### src/rtl/spi_pkg.sv
// Shared definitions for the SPI bus-access target: FSM state encoding,
// command byte bit positions and the address increment helper.
package spi_pkg;

  localparam int unsigned SPI_CMD_RD_BIT   = 7;
  localparam int unsigned SPI_CMD_INCR_BIT = 6;
  localparam int unsigned SPI_CMD_A16_BIT  = 0;

  localparam logic [2:0] ST_IDLE    = 3'd0;
  localparam logic [2:0] ST_CMD     = 3'd1;
  localparam logic [2:0] ST_ADDR_HI = 3'd2;
  localparam logic [2:0] ST_ADDR_LO = 3'd3;
  localparam logic [2:0] ST_DATA    = 3'd4;
  localparam logic [2:0] ST_REQUEST = 3'd5;
  localparam logic [2:0] ST_DONE    = 3'd6;

  typedef enum logic [2:0] {
    S_IDLE    = ST_IDLE,
    S_CMD     = ST_CMD,
    S_ADDR_HI = ST_ADDR_HI,
    S_ADDR_LO = ST_ADDR_LO,
    S_DATA    = ST_DATA,
    S_REQUEST = ST_REQUEST,
    S_DONE    = ST_DONE
  } spi_state_t;

  // 17-bit address space wraps 1_FFFF -> 0_0000
  function automatic logic [16:0] spi_next_addr(input logic [16:0] a);
    return a + 17'd1;
  endfunction

endpackage

### src/rtl/spi_target_if.sv
// Single-byte bus request channel between spi_target (master) and the
// bus/timing arbiter (slave).
interface spi_target_if;
  logic [16:0] bus_addr_o;
  logic [7:0]  bus_data_o;
  logic        bus_we_o;
  logic        bus_valid_o;
  logic        bus_ack_i;
  logic [7:0]  bus_data_i;

  modport master (
    output bus_addr_o, bus_data_o, bus_we_o, bus_valid_o,
    input  bus_ack_i, bus_data_i
  );

  modport slave (
    input  bus_addr_o, bus_data_o, bus_we_o, bus_valid_o,
    output bus_ack_i, bus_data_i
  );
endinterface

### src/rtl/spi_byte_shifter.sv
// SPI mode-0 byte engine: pin synchronizers, SCLK/CS edge detect, RX/TX
// shift registers and bit counter, all in the 16 MHz domain.
module spi_byte_shifter (
  input  logic       clk,
  input  logic       reset,
  input  logic       sclk,
  input  logic       cs_n,
  input  logic       mosi,
  input  logic       tx_load,
  input  logic [7:0] tx_data,
  output logic       byte_valid,
  output logic [7:0] rx_byte,
  output logic       cs_fall,
  output logic       cs_rise,
  output logic       cs_active,
  output logic       miso
);

  logic       r_sclk_s1, r_sclk_s2, r_sclk_s3;
  logic       r_cs_s1, r_cs_s2, r_cs_s3;
  logic       r_mosi_s1, r_mosi_s2;
  logic [6:0] r_rx;
  logic [2:0] r_bit_cnt;
  logic [7:0] r_tx_hold;
  logic [7:0] r_tx_shift;
  logic       w_sclk_rise, w_sclk_fall;

  assign w_sclk_rise = r_sclk_s2 & ~r_sclk_s3;
  assign w_sclk_fall = ~r_sclk_s2 & r_sclk_s3;
  assign cs_active   = ~r_cs_s2;
  assign cs_fall     = ~r_cs_s2 & r_cs_s3;
  assign cs_rise     = r_cs_s2 & ~r_cs_s3;
  assign rx_byte     = {r_rx, r_mosi_s2};
  assign byte_valid  = w_sclk_rise & cs_active & (r_bit_cnt == 3'd7);
  assign miso        = r_tx_shift[7];

  always_ff @(posedge clk) begin
    if (reset) begin
      r_sclk_s1  <= 1'b0;
      r_sclk_s2  <= 1'b0;
      r_sclk_s3  <= 1'b0;
      r_cs_s1    <= 1'b1;
      r_cs_s2    <= 1'b1;
      r_cs_s3    <= 1'b1;
      r_mosi_s1  <= 1'b0;
      r_mosi_s2  <= 1'b0;
      r_rx       <= '0;
      r_bit_cnt  <= '0;
      r_tx_hold  <= '0;
      r_tx_shift <= '0;
    end else begin
      r_sclk_s1 <= sclk;
      r_sclk_s2 <= r_sclk_s1;
      r_sclk_s3 <= r_sclk_s2;
      r_cs_s1   <= cs_n;
      r_cs_s2   <= r_cs_s1;
      r_cs_s3   <= r_cs_s2;
      r_mosi_s1 <= mosi;
      r_mosi_s2 <= r_mosi_s1;
      // Held byte is only copied into the shifter at frame start so a load
      // mid-frame never disturbs the bits currently going out.
      if (tx_load)
        r_tx_hold <= tx_data;
      if (cs_fall) begin
        r_bit_cnt  <= '0;
        r_tx_shift <= r_tx_hold;
      end else if (cs_active) begin
        if (w_sclk_rise) begin
          r_rx      <= rx_byte[6:0];
          r_bit_cnt <= r_bit_cnt + 3'd1;
        end
        if (w_sclk_fall)
          r_tx_shift <= {r_tx_shift[6:0], 1'b0};
      end
    end
  end

endmodule

### src/rtl/spi_target.sv
// SPI responder giving the host single-byte read/write access to the system
// bus. Macro SPI_TARGET_INCR_EN enables the short address-increment frames.
module spi_target
  import spi_pkg::*;
(
  input  logic           clk_16_i,
  input  logic           reset_i,
  input  logic           spi1_sclk_i,
  input  logic           spi1_cs_ni,
  input  logic           spi1_rx_i,
  output logic           spi1_tx_o,
  output logic           spi1_tx_oe,
  output logic           spi_ready_no,
  spi_target_if.master   bus
);

  spi_state_t  r_state;
  logic        r_rd;
  logic        r_incr;
  logic        r_a16;
  logic [7:0]  r_addr_hi;
  logic [16:0] r_frame_addr;
  logic [16:0] r_bus_addr;
  logic [7:0]  r_bus_data;
  logic        r_bus_we;
  logic        r_bus_valid;
  logic        r_ready_n;

  logic        w_byte_valid;
  logic [7:0]  w_rx_byte;
  logic        w_cs_fall, w_cs_rise, w_cs_active;
  logic        w_miso;
  logic        w_tx_load;
  logic [7:0]  w_tx_data;
  logic        w_cmd_incr;

`ifdef SPI_TARGET_INCR_EN
  assign w_cmd_incr = w_rx_byte[SPI_CMD_INCR_BIT];
`else
  assign w_cmd_incr = 1'b0;
`endif

  assign w_tx_load = (r_state == S_REQUEST) & bus.bus_ack_i;
  assign w_tx_data = r_bus_we ? r_bus_data : bus.bus_data_i;

  spi_byte_shifter u_shifter (
    .clk        (clk_16_i),
    .reset      (reset_i),
    .sclk       (spi1_sclk_i),
    .cs_n       (spi1_cs_ni),
    .mosi       (spi1_rx_i),
    .tx_load    (w_tx_load),
    .tx_data    (w_tx_data),
    .byte_valid (w_byte_valid),
    .rx_byte    (w_rx_byte),
    .cs_fall    (w_cs_fall),
    .cs_rise    (w_cs_rise),
    .cs_active  (w_cs_active),
    .miso       (w_miso)
  );

  always_ff @(posedge clk_16_i) begin
    if (reset_i) begin
      r_state      <= S_IDLE;
      r_rd         <= 1'b0;
      r_incr       <= 1'b0;
      r_a16        <= 1'b0;
      r_addr_hi    <= '0;
      r_frame_addr <= '0;
      r_bus_addr   <= '0;
      r_bus_data   <= '0;
      r_bus_we     <= 1'b0;
      r_bus_valid  <= 1'b0;
      r_ready_n    <= 1'b1;
    end else begin
      case (r_state)
        S_IDLE: begin
          if (w_cs_fall) begin
            r_state   <= S_CMD;
            r_ready_n <= 1'b1;
          end
        end
        S_CMD: begin
          if (w_cs_rise) begin
            r_state <= S_IDLE;
          end else if (w_byte_valid) begin
            r_rd   <= w_rx_byte[SPI_CMD_RD_BIT];
            r_incr <= w_cmd_incr;
            r_a16  <= w_rx_byte[SPI_CMD_A16_BIT];
            if (w_cmd_incr && w_rx_byte[SPI_CMD_RD_BIT]) begin
              r_bus_addr  <= spi_next_addr(r_bus_addr);
              r_bus_we    <= 1'b0;
              r_bus_valid <= 1'b1;
              r_state     <= S_REQUEST;
            end else if (w_cmd_incr) begin
              r_state <= S_DATA;
            end else begin
              r_state <= S_ADDR_HI;
            end
          end
        end
        S_ADDR_HI: begin
          if (w_cs_rise) begin
            r_state <= S_IDLE;
          end else if (w_byte_valid) begin
            r_addr_hi <= w_rx_byte;
            r_state   <= S_ADDR_LO;
          end
        end
        S_ADDR_LO: begin
          if (w_cs_rise) begin
            r_state <= S_IDLE;
          end else if (w_byte_valid) begin
            // Writes park the address until the data byte so an abort
            // leaves the stored address untouched.
            if (r_rd) begin
              r_bus_addr  <= {r_a16, r_addr_hi, w_rx_byte};
              r_bus_we    <= 1'b0;
              r_bus_valid <= 1'b1;
              r_state     <= S_REQUEST;
            end else begin
              r_frame_addr <= {r_a16, r_addr_hi, w_rx_byte};
              r_state      <= S_DATA;
            end
          end
        end
        S_DATA: begin
          if (w_cs_rise) begin
            r_state <= S_IDLE;
          end else if (w_byte_valid) begin
            r_bus_addr  <= r_incr ? spi_next_addr(r_bus_addr) : r_frame_addr;
            r_bus_data  <= w_rx_byte;
            r_bus_we    <= 1'b1;
            r_bus_valid <= 1'b1;
            r_state     <= S_REQUEST;
          end
        end
        S_REQUEST: begin
          if (bus.bus_ack_i) begin
            r_bus_valid <= 1'b0;
            r_ready_n   <= 1'b0;
            r_state     <= S_DONE;
          end
        end
        S_DONE: begin
          if (w_cs_fall) begin
            r_state   <= S_CMD;
            r_ready_n <= 1'b1;
          end else if (!w_cs_active) begin
            r_state <= S_IDLE;
          end
        end
        default: r_state <= S_IDLE;
      endcase
    end
  end

  assign bus.bus_addr_o  = r_bus_addr;
  assign bus.bus_data_o  = r_bus_data;
  assign bus.bus_we_o    = r_bus_we;
  assign bus.bus_valid_o = r_bus_valid;
  assign spi1_tx_o       = w_miso;
  assign spi1_tx_oe      = w_cs_active;
  assign spi_ready_no    = r_ready_n;

endmodule

### src/flat_wrapper.sv
// flat-port wrapper written by rule: the top's interface ports become plain ports
module spi_target_flat import spi_pkg::*;
  (clk_16_i, reset_i, spi1_sclk_i, spi1_cs_ni, spi1_rx_i, spi1_tx_o, spi1_tx_oe, spi_ready_no, bus_bus_addr_o, bus_bus_data_o, bus_bus_we_o, bus_bus_valid_o, bus_bus_ack_i, bus_bus_data_i);
  spi_target_if bus_i ();
  input  logic clk_16_i;
  input  logic reset_i;
  input  logic spi1_sclk_i;
  input  logic spi1_cs_ni;
  input  logic spi1_rx_i;
  output logic spi1_tx_o;
  output logic spi1_tx_oe;
  output logic spi_ready_no;
  output wire logic [$bits(bus_i.bus_addr_o)-1:0] bus_bus_addr_o;
  output wire logic [$bits(bus_i.bus_data_o)-1:0] bus_bus_data_o;
  output wire logic [$bits(bus_i.bus_we_o)-1:0] bus_bus_we_o;
  output wire logic [$bits(bus_i.bus_valid_o)-1:0] bus_bus_valid_o;
  input wire logic [$bits(bus_i.bus_ack_i)-1:0] bus_bus_ack_i;
  input wire logic [$bits(bus_i.bus_data_i)-1:0] bus_bus_data_i;
  assign bus_bus_addr_o = bus_i.bus_addr_o;
  assign bus_bus_data_o = bus_i.bus_data_o;
  assign bus_bus_we_o = bus_i.bus_we_o;
  assign bus_bus_valid_o = bus_i.bus_valid_o;
  assign bus_i.bus_ack_i = bus_bus_ack_i;
  assign bus_i.bus_data_i = bus_bus_data_i;
  spi_target u_core (.clk_16_i(clk_16_i), .reset_i(reset_i), .spi1_sclk_i(spi1_sclk_i), .spi1_cs_ni(spi1_cs_ni), .spi1_rx_i(spi1_rx_i), .spi1_tx_o(spi1_tx_o), .spi1_tx_oe(spi1_tx_oe), .spi_ready_no(spi_ready_no), .bus(bus_i));
endmodule
### config.mk
export PLATFORM = sky130hd
export DESIGN_NAME = spi_target_flat
export DESIGN_NICKNAME = d
export VERILOG_FILES = /design/src/rtl/spi_pkg.sv /design/src/rtl/spi_target_if.sv /design/src/rtl/spi_byte_shifter.sv /design/src/rtl/spi_target.sv /design/src/flat_wrapper.sv
export SDC_FILE = /design/constraint.sdc
export NUM_CORES = 1
export LEC_CHECK = 0
export BUFFER_PORTS_ARGS = -buffer_cell sky130_fd_sc_hd__buf_2
export CORE_UTILIZATION = 65
export CTS_BUF_LIST = sky130_fd_sc_hd__clkbuf_4
export CTS_CLUSTER_SIZE = 10
export DETAILED_ROUTE_END_ITERATION = 10
export PLACE_DENSITY = 0.87
export SLEW_MARGIN = 20
export SYNTH_ARGS = -nofsm -noshare
export SYNTH_HDL_FRONTEND = slang
export SYNTH_SLANG_ARGS = --single-unit
### constraint.sdc
create_clock -name clk_16_i -period 3 [get_ports clk_16_i]
set_clock_uncertainty 0.1 [all_clocks]
set_input_delay 0.9 -clock clk_16_i [delete_from_list [all_inputs] [get_ports clk_16_i]]
set_output_delay 0.9 -clock clk_16_i [all_outputs]
set_load 0.02 [all_outputs]
After elaboration in Yosys (flattened, before gate mapping)
Cells that the tools add are included.
{ "classes": {"addsub": 1, "n_eq_ne": 21, "mux": 37, "n_bitwise": 14, "reduce_logical": 18} }
{ "ops": {"columns": ["cell", "count"], "rows": [
  ["$mux 17", 5],
  ["$mux 3", 12],
  ["$pmux 17 s2", 1],
  ["$mux 8", 4],
  ["$pmux 3 s7", 1],
  ["$ne 3x3->1 const B", 5],
  ["$reduce_and 3->1", 5],
  ["$ne 2x2->1 const B", 7],
  ["$reduce_and 7->1", 2],
  ["$eq 3x3->1 const B", 4],
  ["$mux 1", 11],
  ["$and 1x1->1", 7],
  ["$not 1->1", 7],
  ["$eq 3x2->1 const B", 2],
  ["$reduce_and 6->1", 1],
  ["$reduce_bool 2->1", 3],
  ["$ne 2x1->1 const B", 2],
  ["$pmux 1 s2", 2],
  ["$reduce_and 2->1", 2],
  ["$reduce_and 4->1", 1],
  ["$reduce_or 2->1", 2],
  ["$add 3x1->3 const B", 1],
  ["$eq 3x1->1 const B", 1],
  ["$logic_not 3->1", 1],
  ["other kinds (2)", 2]
]} }
{ "word_totals": {"regBits": 92, "inputBits": 14, "output_inout_bits": 30, "word_cells": 113} }

Depth between registers and ports, before layout
Gate-level depths: netlist of run 1.
{ "logic_depth": {"depth_word": 7, "depth_mapped": 9, "ltp_nobuf": 6} }

By module
A second synthesis of run 1 with hierarchy kept.
{ "unflattened": {"cells_unflattened": 402, "hier_area_um2": 3836.2} }
{ "by_module_without_submodules": {"columns": ["module", "instances", "cells_each", "area_each_um2", "seq_area_each_um2"], "rows": [
  ["spi_target", 1, 280, 2586.2, 1161.1],
  ["spi_byte_shifter", 1, 122, 1249.9, 680.7]
]} }

Worst setup path before layout of run 1
Ideal clock, no wire load.
{ "synth_path": {"path_type": "flip-flop to flip-flop", "from": "register u_core.u_shifter.r_bit_cnt[0]", "to": "register u_core.r_frame_addr[10]", "setup_time_ns": 0.132, "t_arrival_ns": 1.811, "required_ns": 2.768, "setup_slack_ns": 0.957, "path_stages_with_launch": 10, "path_buffers": 3, "synth_period_minus_slack_ns": 2.043, "path_cell_list": "dfxtp_1 > ha_1 > ha_1 > nand4bb_1 > buf_2 > or4_1 > buf_2 > buf_2 > nand2_1 > a21oi_1"} }
{ "synth_between": {"elab_chain_cells": 3} }
{ "synth_lines": {"columns": ["item", "line_no", "text"], "rows": [
  ["from (decl)", "spi_byte_shifter.sv:23", "logic [2:0] r_bit_cnt;"],
  ["from (signal assigned)", "spi_byte_shifter.sv:70", "r_bit_cnt <= r_bit_cnt + 3'd1;"],
  ["$eq 3x3->1", "spi_byte_shifter.sv:34", "assign byte_valid = w_sclk_rise & cs_active & (r_bit_cnt == 3'd7);"],
  ["$and 1x1->1", "spi_byte_shifter.sv:34", null],
  ["$reduce_and 4->1 (no source line)", null, null],
  ["to (signal assigned)", "spi_target.sv:122", "r_frame_addr <= {r_a16, r_addr_hi, w_rx_byte};"],
  ["to (decl)", "spi_target.sv:22", "logic [16:0] r_frame_addr;"]
]} }
Every way passes these cells.
A chain may end at the register's enable or synchronous reset.

Worst setup path in the final report of run 1
{ "layout_path": {"from": "register u_core.u_shifter.r_bit_cnt[0]", "to": "register u_core.r_frame_addr[0]"} }
Same word-level chain as after synthesis.

==> impl_metrics.csv, run 1 <==
group,metric,value,unit
layout,fillers,399,
synthesis,postSynthAreaPerCell,9.31,um^2
clock_network,cts_resized,0,
floorplan,dieHeight,79.1,um
critical_path,arrival,2.53,ns
min_path,hold_path_depth,1,
critical_path,critPathCaptureType,"flip-flop",
floorplan,dieWidth,79.1,um
critical_path,path_class,"reg -> reg",
floorplan,initial_core_util,68.9,%
sta,drv_slew,0,
critical_path,crit_fanout,17,
sta,tightest_slew,0.697,ns
synthesis,synth.distinct_cells,45,
layout,layout_commonest_cell,"dfxtp_1",
synthesis,synth_edf_count,0,
clock_network,cts_buffer_depth,2,
global_route,grt_first_pass_wirelength,12.6,mm
sta,hold_viol,0,
placement,hpwlAfterDp,5.01,mm
sta,fmax,0.434,GHz
global_route,grt_pass1_vias,2652,
route,routed_wl,7.66,mm
placement,portBuffers,43,
outcome,status,"finished clean",
synthesis,synthesis.area,3860,um^2
critical_path,worst_ep_required_time,3.23,ns
clock_network,cts_tree,"done",
floorplan,die-area,6250,um^2
route,final_antenna_net_count,0,
synthesis,synth_seq_cells,92,
layout,drive_gt1_share,19.3,%
global_route,overflow,0,
pwr,power_density,466,nW/um^2
synthesis,syn_inst,415,
route,drtPass1Iterations,4,
route,first_iter_violations,115,
clock_network,cts_sinks,92,
global_route,grt_start_max_net_pins,69,
clock_network,postCtsHoldBufs,0,
critical_path,cp-start-kind,"flip-flop",
global_route,grt_antenna_before_repair,0,
sta,tns,0,ns
synthesis,synth_fp_nets,431,
pwr,ir_worst_vdd,434,uV
clock_network,cts_inserted_buffers,9,
layout,area_growth,9.07,%
global_route,grt_usage,25.9,%
clock_network,insertion_delay,0.44,ns
route,drc,0,
synthesis,synth_warnings,0,
route,wl_per_cell,14.8,um
sta,rsz0062_at_grt,"false",
floorplan,rows,27,
floorplan,coreArea,5610,um^2
route,via_count,2962,
layout,fin_nets,457,
synthesis,synth-seq-area-share,47.7,%
flow_run,drv_cap,0,
min_path,hp-class,"reg -> reg",
clock_network,cts_setup_buffers,0,
synthesis,synth-main-ff-cell,"dfxtp_1",
layout,antenna_cells,0,
floorplan,ios,44,
route,viasPerCell,5.72,
pwr,finalPower,1.97,mW
sta,slew_headroom,53.4,%
placement,gp_congestion,0.797,
sta,setup_viol,0,
pwr,leakage,1.52,nW
critical_path,worstRegToRegCells,7,
clock_network,htree_levels,3,
sta,post-route-period-util,76.7,%
sta,period_minus_slack,2.30,ns
clock_network,root_buffer,"clkbuf_4",
clock_network,clk_pin_slew,0.13,ns
layout,layout_common_cells,"dfxtp_1, nor2_1, nand2_1",
synthesis,async_flop_share,0,%
-- final timing paths --
kind | start | end | slack, ns
worst min-delay path | u_core.u_shifter.r_cs_s1 | u_core.u_shifter.r_cs_s2 | 0.36
worst min register to register | u_core.u_shifter.r_cs_s1 | u_core.u_shifter.r_cs_s2 | 0.36
worst max register to register | u_core.u_shifter.r_bit_cnt[0] | u_core.r_frame_addr[0] | 0.70
worst max-delay path | u_core.u_shifter.r_bit_cnt[0] | u_core.r_frame_addr[0] | 0.70
-- cell families (layout without fill, tap and decap cells) --
| group | count (synthesis) | count (layout) | synth area share (%) |
|---|---|---|---|
| simple gates | 155 | 155 | 18.8 |
| flops | 92 | 92 | 47.7 |
| compound gates | 73 | 73 | 14.2 |
| mux | 52 | 52 | 13.5 |
| buf+inv | 39 | 70 | 4.73 |
| fa+ha+maj | 2 | 2 | 0.648 |
| xor+xnor | 2 | 2 | 0.454 |
-- where the power goes --
part	internal, mW	total, mW	leakage (nW)	switching, mW
logic	0.0239	0.0641	0.699	0.0402
clock network	0.251	0.660	0.0751	0.409
registers	1.23	1.24	0.743	0.00968
-- registers in the layout, summed over array words and instances, names as in the netlist, 3 cells and up --
signal                       flops
u_core.r_frame_addr             17
u_core.u_shifter.r_bit_cnt       3
u_core.r_state                   3
u_core.u_shifter.r_tx_hold       8
u_core.u_shifter.r_rx            7
u_core.r_addr_hi                 8
u_core.bus.bus_data_o            8
u_core.u_shifter.r_tx_shift      8
u_core.bus.bus_addr_o           17
-- area by class of cell --
class                   instances  area, um^2  share of cell area (%)
multi-input cells             284        1850                    43.9
flip-flops and latches         92        1840                    43.7
repair buffers                 51         288                    6.83
well taps                      72        90.1                    2.14
clock buffers                   9        67.6                    1.60
clock inverters                 7        65.1                    1.54
inverters                       3        11.3                   0.267
-- metal layers --
layer	up-vias	part of all wire (%)	global-route usage [%]
met4	0	2.0	9.27
met5	-	0	0
met1	1382	45	33.2
met2	78	48	42.3
met3	16	5.0	6.32
li1	1486	-	-
-- stage by stage --
stage	cells	cell area, um^2	hold slack (ns)	util, %	setup WS (ns)
2_1_floorplan	415	3860	0.289	-	0.957
5_1_grt	518	4210	0.370	75.1	0.559
4_1_cts	518	4210	0.362	75.1	0.696
3_3_place_gp	502	4080	0.309	72.8	0.784
6_report	518	4210	0.356	75.1	0.698
3_5_place_dp	502	4080	0.324	72.8	0.718
-- critical path, stage by stage (launching register included) --
cell	delay [ns]
dfxtp_1	0.37
ha_1	0.16
ha_1	0.21
nand4bb_1	0.12
buf_4	0.19
or4_1	0.78
nand2_1	0.19
a21oi_1	0.08
-- Yosys cell counts, types with 5 or more instances --
cell	number	area, um^2
nand3_1	5	25.0
mux2i_1	52	521
dfxtp_1	92	1840
o21ai_0	5	25.0
nand2b_1	5	31.3
a211oi_2	12	150
nor2_1	60	225
nor2b_1	7	43.8
buf_2	14	70.1
a21oi_1	26	130
a211oi_1	15	113
nand2_1	54	203
a311oi_1	7	61.3
clkbuf_1	17	63.8
No activity file was read; power rests on OpenSTA's default activity.
==> run 2, diff against run 1 <==
- CORE_UTILIZATION: 65 -> 60
- PLACE_DENSITY: 0.87 -> 0.82
- clock period: 3 -> 2.3 ns (I/O delays scaled with it)
==> run 2 against run 1 <==
Global-route usage is 0.51 points lower. Final cell count is 2.7% higher. Non-clock buffer count is 11 higher. Combinational power is 48% higher. Power is 25% higher. Register-to-register slack worse by 0.55 ns. Sequential power is 31% higher. Die area is 8.1% higher. Critical endpoint is now u_core.r_addr_hi[1]. Largest power group unchanged. Highest routed layer unchanged.
==> impl_metrics.csv, run 2 (synthesis results as in run 1) <==
group,metric,value,unit
outcome,status,"finished clean",
clock_network,cts_setup_buffers,0,
layout,stdcell_count,532,
layout,layout_common_cells,"dfxtp_1, nor2_1, nand2_1",
layout,antenna_cells,0,
sta,post-route-period-util,93.8,%
route,first_iter_violations,158,
global_route,grt_first_pass_wirelength,12.9,mm
critical_path,path_class,"reg -> reg",
route,drtPass1Iterations,4,
pwr,pwr-share-seq,65.6,%
pwr,clock_power_share,30.6,%
critical_path,r2r_end,"u_core.r_addr_hi[1]",
route,final_antenna_net_count,0,
clock_network,cts_inserted_buffers,9,
critical_path,crit_path_cell_trace,"ha_1 > ha_1 > nand4bb_1 > buf_4 > nor4b_2 > buf_4 > mux2i_1 > nor2_1",
global_route,overflow,0,
floorplan,initial_core_util,63.7,%
pwr,finalPower,2.46,mW
critical_path,worstRegToRegCells,8,
layout,area_growth,11.4,%
clock_network,htree_levels,3,
clock_network,clk_pin_slew,0.14,ns
global_route,grt_usage,25.4,%
sta,tns,0,ns
global_route,grt_start_max_net_pins,40,
layout,drive_gt1_share,21.0,%
critical_path,timing.rr.start,"u_core.u_shifter.r_bit_cnt[0]",
route,via_count,3024,
placement,portBuffers,43,
min_path,hold_path_depth,1,
clock_network,cts_sinks,92,
layout,layout_commonest_cell,"dfxtp_1",
min_path,min_to,"u_core.u_shifter.r_cs_s2",
min_path,hp-start,"u_core.u_shifter.r_cs_s1",
floorplan,dieHeight,82.2,um
route,viasPerCell,5.68,
critical_path,critPathCaptureType,"flip-flop",
sta,drv_slew,0,
sta,setup_ws,0.143,ns
route,drc,0,
sta,rsz0062_at_grt,"false",
critical_path,arrival,2.38,ns
sta,setup_viol,0,
pwr,power_density,573,nW/um^2
floorplan,die-area,6760,um^2
pwr,p_int,1.86,mW
critical_path,cp-start-kind,"flip-flop",
global_route,grt_antenna_before_repair,0,
sta,period_minus_slack,2.16,ns
placement,hpwlAfterDp,5.56,mm
flow_run,drv_cap,0,
sta,fmax,0.464,GHz
floorplan,rows,28,
layout,postLayoutCoreUtil,71.0,%
route,wl_per_cell,15.0,um
pwr,switching_power,605,uW
pwr,leakage,1.56,nW
sta,hold_viol,0,
clock_network,insertion_delay,0.43,ns
clock_network,cts_tree,"done",
critical_path,cpMaxStageDelayCell,"dfxtp_1",
critical_path,crit_fanout,8,
pwr,combPwrFrac,3.8,%
sta,tightest_slew,0.479,ns
min_path,hp-class,"reg -> reg",
global_route,grt_pass1_vias,2817,
pwr,p_sw_share,24.6,%
clock_network,cts_buffer_depth,2,
route,routed_wl,7.96,mm
sta,slew_headroom,68.0,%
floorplan,ios,44,
critical_path,max_stage_delay,0.39,ns
pwr,ir_worst_vdd,384,uV
placement,gp_congestion,0.814,
critical_path,r2r_slack,0.14,ns
critical_path,worst_ep_required_time,2.52,ns
floorplan,dieWidth,82.2,um
layout,fin_nets,468,
clock_network,cts_resized,0,
floorplan,coreArea,6060,um^2
clock_network,root_buffer,"clkbuf_4",
clock_network,postCtsHoldBufs,0,
placement,post-place-ws,0.189,ns
placement,dpl.cell_count,516,
-- run 2: changes by cell type in the layout (fill, tap and decap cells not counted), sizes merged --
| cell | before | now |
|---|---|---|
| clkinvlp | 0 | 3 |
| bufinv | 1 | 0 |
| clkinv | 5 | 3 |
| buf | 51 | 62 |
-- run 2: critical path: cells and delay by family (launching register included) --
family / cells / cell delay [ns]
buffers and inverters: 2 / 0.46
DFF: 1 / 0.39
muxes: 1 / 0.20
adders and majority gates: 2 / 0.37
and+or+nand+nor: 3 / 0.53
-- run 2: cell type report --
class,count,area [um^2]
fill,479,1760
inverter,3,11.3
clock buffer,9,67.6
sequential,92,1840
tap,75,93.8
clock inverter,7,42.5
multi-input combinational,284,1850
timing repair buffer,62,395
-- run 2: per-stage QoR --
stage          area [um^2]  hold slack, ns
2_1_floorplan         3860           0.289
3_3_place_gp          4190           0.296
3_5_place_dp          4190           0.298
4_1_cts               4300           0.310
5_1_grt               4300           0.320
6_report              4300           0.328
-- run 2: power by group through the flow --
stage	sequential, mW	combinational, mW	clock, mW
global route	1.62	0.104	0.829
CTS	1.62	0.0945	0.778
global placement	1.65	0.0908	0
finish	1.62	0.0947	0.754
detailed placement	1.65	0.0941	0
floorplan	1.65	0.0607	0
-- run 2: worst max path at each step --
| stage | from | end | depth (start not counted) |
|---|---|---|---|
| 2_1_floorplan | u_core.u_shifter.r_bit_cnt[0] | u_core.r_frame_addr[10] | 9 |
| 3_3_place_gp | bus_bus_ack_i | u_core.r_state[0] | 5 |
| 3_5_place_dp | u_core.u_shifter.r_bit_cnt[0] | u_core.r_addr_hi[1] | 8 |
| 4_1_cts | u_core.u_shifter.r_bit_cnt[0] | u_core.r_addr_hi[1] | 8 |
| 5_1_grt | u_core.u_shifter.r_bit_cnt[0] | u_core.r_addr_hi[1] | 8 |
| 6_report | u_core.u_shifter.r_bit_cnt[0] | u_core.r_addr_hi[1] | 8 |
-- run 2: routing by layer --
layer  vias to the layer above  track usage [%]  routed length (um)
met5                         -                0                   0
li1                       1512                -                   -
met2                        71             42.1                3860
met1                      1432             32.9                3660
met4                         0             8.60                  85
met3                         9             4.95                 356
==> run 3, diff against run 2 <==
- PLACE_DENSITY: 0.82 -> 0.9
==> run 3 against run 2 <==
First-iteration DRC count fell by 7.0%. Via count grew 0.93%. Power rose by 8.4%. Clock-buffer cell count increased by 1. Critical endpoint is now u_core.r_addr_hi[0]. Combinational power shrank 1%. Highest routed layer unchanged. Clock power rose by 27%. Core utilization up 0.81 points. Hold slack lost 0.0043 ns. Setup slack better by 0.084 ns.
==> impl_metrics.csv, run 3 (synthesis results as in run 1) <==
group,metric,value,unit
sta,tns,0,ns
critical_path,crit_fanout,8,
layout,area_growth,12.6,%
route,wl_per_cell,15.0,um
global_route,busiest_layer,"met2",
sta,fmax,0.483,GHz
pwr,ir_worst_vdd,378,uV
pwr,combPwrFrac,3.5,%
clock_network,cts_inserted_buffers,9,
critical_path,path_class,"reg -> reg",
layout,layout_commonest_cell,"dfxtp_1",
clock_network,cts_buffer_depth,2,
clock_network,cts_tree,"done",
layout,layout_common_cells,"dfxtp_1, nor2_1, nand2_1",
sta,setup_viol,0,
global_route,grt_pass1_vias,2894,
clock_network,cts_setup_buffers,0,
placement,gp_congestion,0.846,
layout,fillers,426,
sta,drv_slew,0,
global_route,overflow,0,
global_route,grt_use_met1,32.2,%
layout,postLayoutCoreUtil,71.8,%
min_path,hp-start,"u_core.u_shifter.r_cs_s1",
floorplan,die-area,6760,um^2
floorplan,ios,44,
layout,drive_gt1_share,21.5,%
route,drc,0,
pwr,pwr-share-seq,60.5,%
clock_network,root_buffer,"clkbuf_4",
critical_path,arrival,2.32,ns
min_path,hp-class,"reg -> reg",
pwr,p_sw_share,21.9,%
global_route,grt_use_met3,4.07,%
route,routed_wl,7.94,mm
sta,hold_viol,0,
pwr,switching_power,584,uW
pwr,finalPower,2.67,mW
floorplan,dieWidth,82.2,um
sta,post-route-period-util,90.1,%
floorplan,dieHeight,82.2,um
floorplan,coreArea,6060,um^2
outcome,status,"finished clean",
critical_path,cp-start-kind,"flip-flop",
global_route,grt_first_pass_wirelength,13.3,mm
clock_network,htree_levels,3,
global_route,met2_usage,44.0,%
placement,portBuffers,43,
pwr,leakage,1.59,nW
clock_network,insertion_delay,0.45,ns
floorplan,rows,28,
route,final_antenna_net_count,0,
sta,tightest_slew,0.588,ns
flow_run,drv_cap,0,
pwr,power_density,614,nW/um^2
global_route,grt_antenna_before_repair,0,
clock_network,cts_sinks,92,
placement,hpwlAfterDp,5.46,mm
sta,slew_headroom,60.8,%
route,drtPass1Iterations,4,
route,via_count,3052,
route,viasPerCell,5.75,
layout,antenna_cells,0,
pwr,p_int,2.09,mW
critical_path,crit_path_start,"u_core.u_shifter.r_bit_cnt[0]",
route,first_iter_violations,147,
global_route,grt_usage,26.2,%
layout,fin_nets,469,
critical_path,worst_ep_required_time,2.55,ns
critical_path,critPathCaptureType,"flip-flop",
clock_network,cts_resized,0,
sta,rsz0062_at_grt,"false",
clock_network,clk_pin_slew,0.13,ns
global_route,grt_start_max_net_pins,36,
sta,period_minus_slack,2.07,ns
pwr,clock_power_share,36.0,%
floorplan,initial_core_util,63.7,%
critical_path,timing.rr.start,"u_core.u_shifter.r_bit_cnt[0]",
clock_network,postCtsHoldBufs,0,
run 3: cell count changes in the layout (fill, tap and decap cells not counted):
cell and change:
clkinv_1 -3, buf_4 +1, clkinv_4 +1, inv_6 -1, clkbuf_4 +1, clkinvlp_4 -2, bufinv_16 +2
run 3: path summary, 6_finish.rpt:
kind | to | cells past startpoint | slack (ns)
worst min-delay path | u_core.u_shifter.r_cs_s2 | 1 | 0.32
worst min register to register | u_core.u_shifter.r_cs_s2 | 1 | 0.32
worst max-delay path | u_core.r_addr_hi[0] | 8 | 0.23
worst max register to register | u_core.r_addr_hi[0] | 8 | 0.23
run 3: layout make-up:
class,instances,area [um^2],share of cell area [%]
multi-input combinational,284,1850,42.5
inverter,3,11.3,0.259
clock inverter,4,76.3,1.75
timing repair buffer,63,403,9.26
clock buffer,10,75.1,1.73
sequential,92,1840,42.3
tap,75,93.8,2.16
run 3: critical path, stage by stage (launching register included):
cell and delay, ns:
dfxtp_1 0.38, ha_1 0.17, ha_1 0.20, nand4bb_1 0.16
buf_4 0.18, nor4b_2 0.24, buf_4 0.24, mux2i_1 0.25
nor2_1 0.06
run 3: metal layers:
| layer | routed length, um | share of wire, % |
|---|---|---|
| met1 | 3440 | 43 |
| met2 | 3970 | 50 |
| met3 | 350 | 4.4 |
| met4 | 183 | 2.3 |
| met5 | 0 | 0 |
run 3: power groups by stage:
stage | clock network, mW | logic, mW | registers [mW]
after floorplan | 0 | 0.0607 | 1.65
after global placement | 0 | 0.0899 | 1.65
after detailed placement | 0 | 0.0920 | 1.65
after CTS | 0.973 | 0.0930 | 1.62
after global routing | 1.03 | 0.102 | 1.62
final | 0.961 | 0.0933 | 1.62
run 3: metrics by stage:
stage | hold slack [ns] | instances | worst slack, ns | cell area (um^2)
floorplan | 0.289 | 415 | 0.257 | 3860
global placement | 0.298 | 517 | 0.308 | 4200
detailed placement | 0.299 | 517 | 0.252 | 4200
CTS | 0.316 | 531 | 0.222 | 4350
global route | 0.323 | 531 | 0.0630 | 4350
finish | 0.324 | 531 | 0.228 | 4350
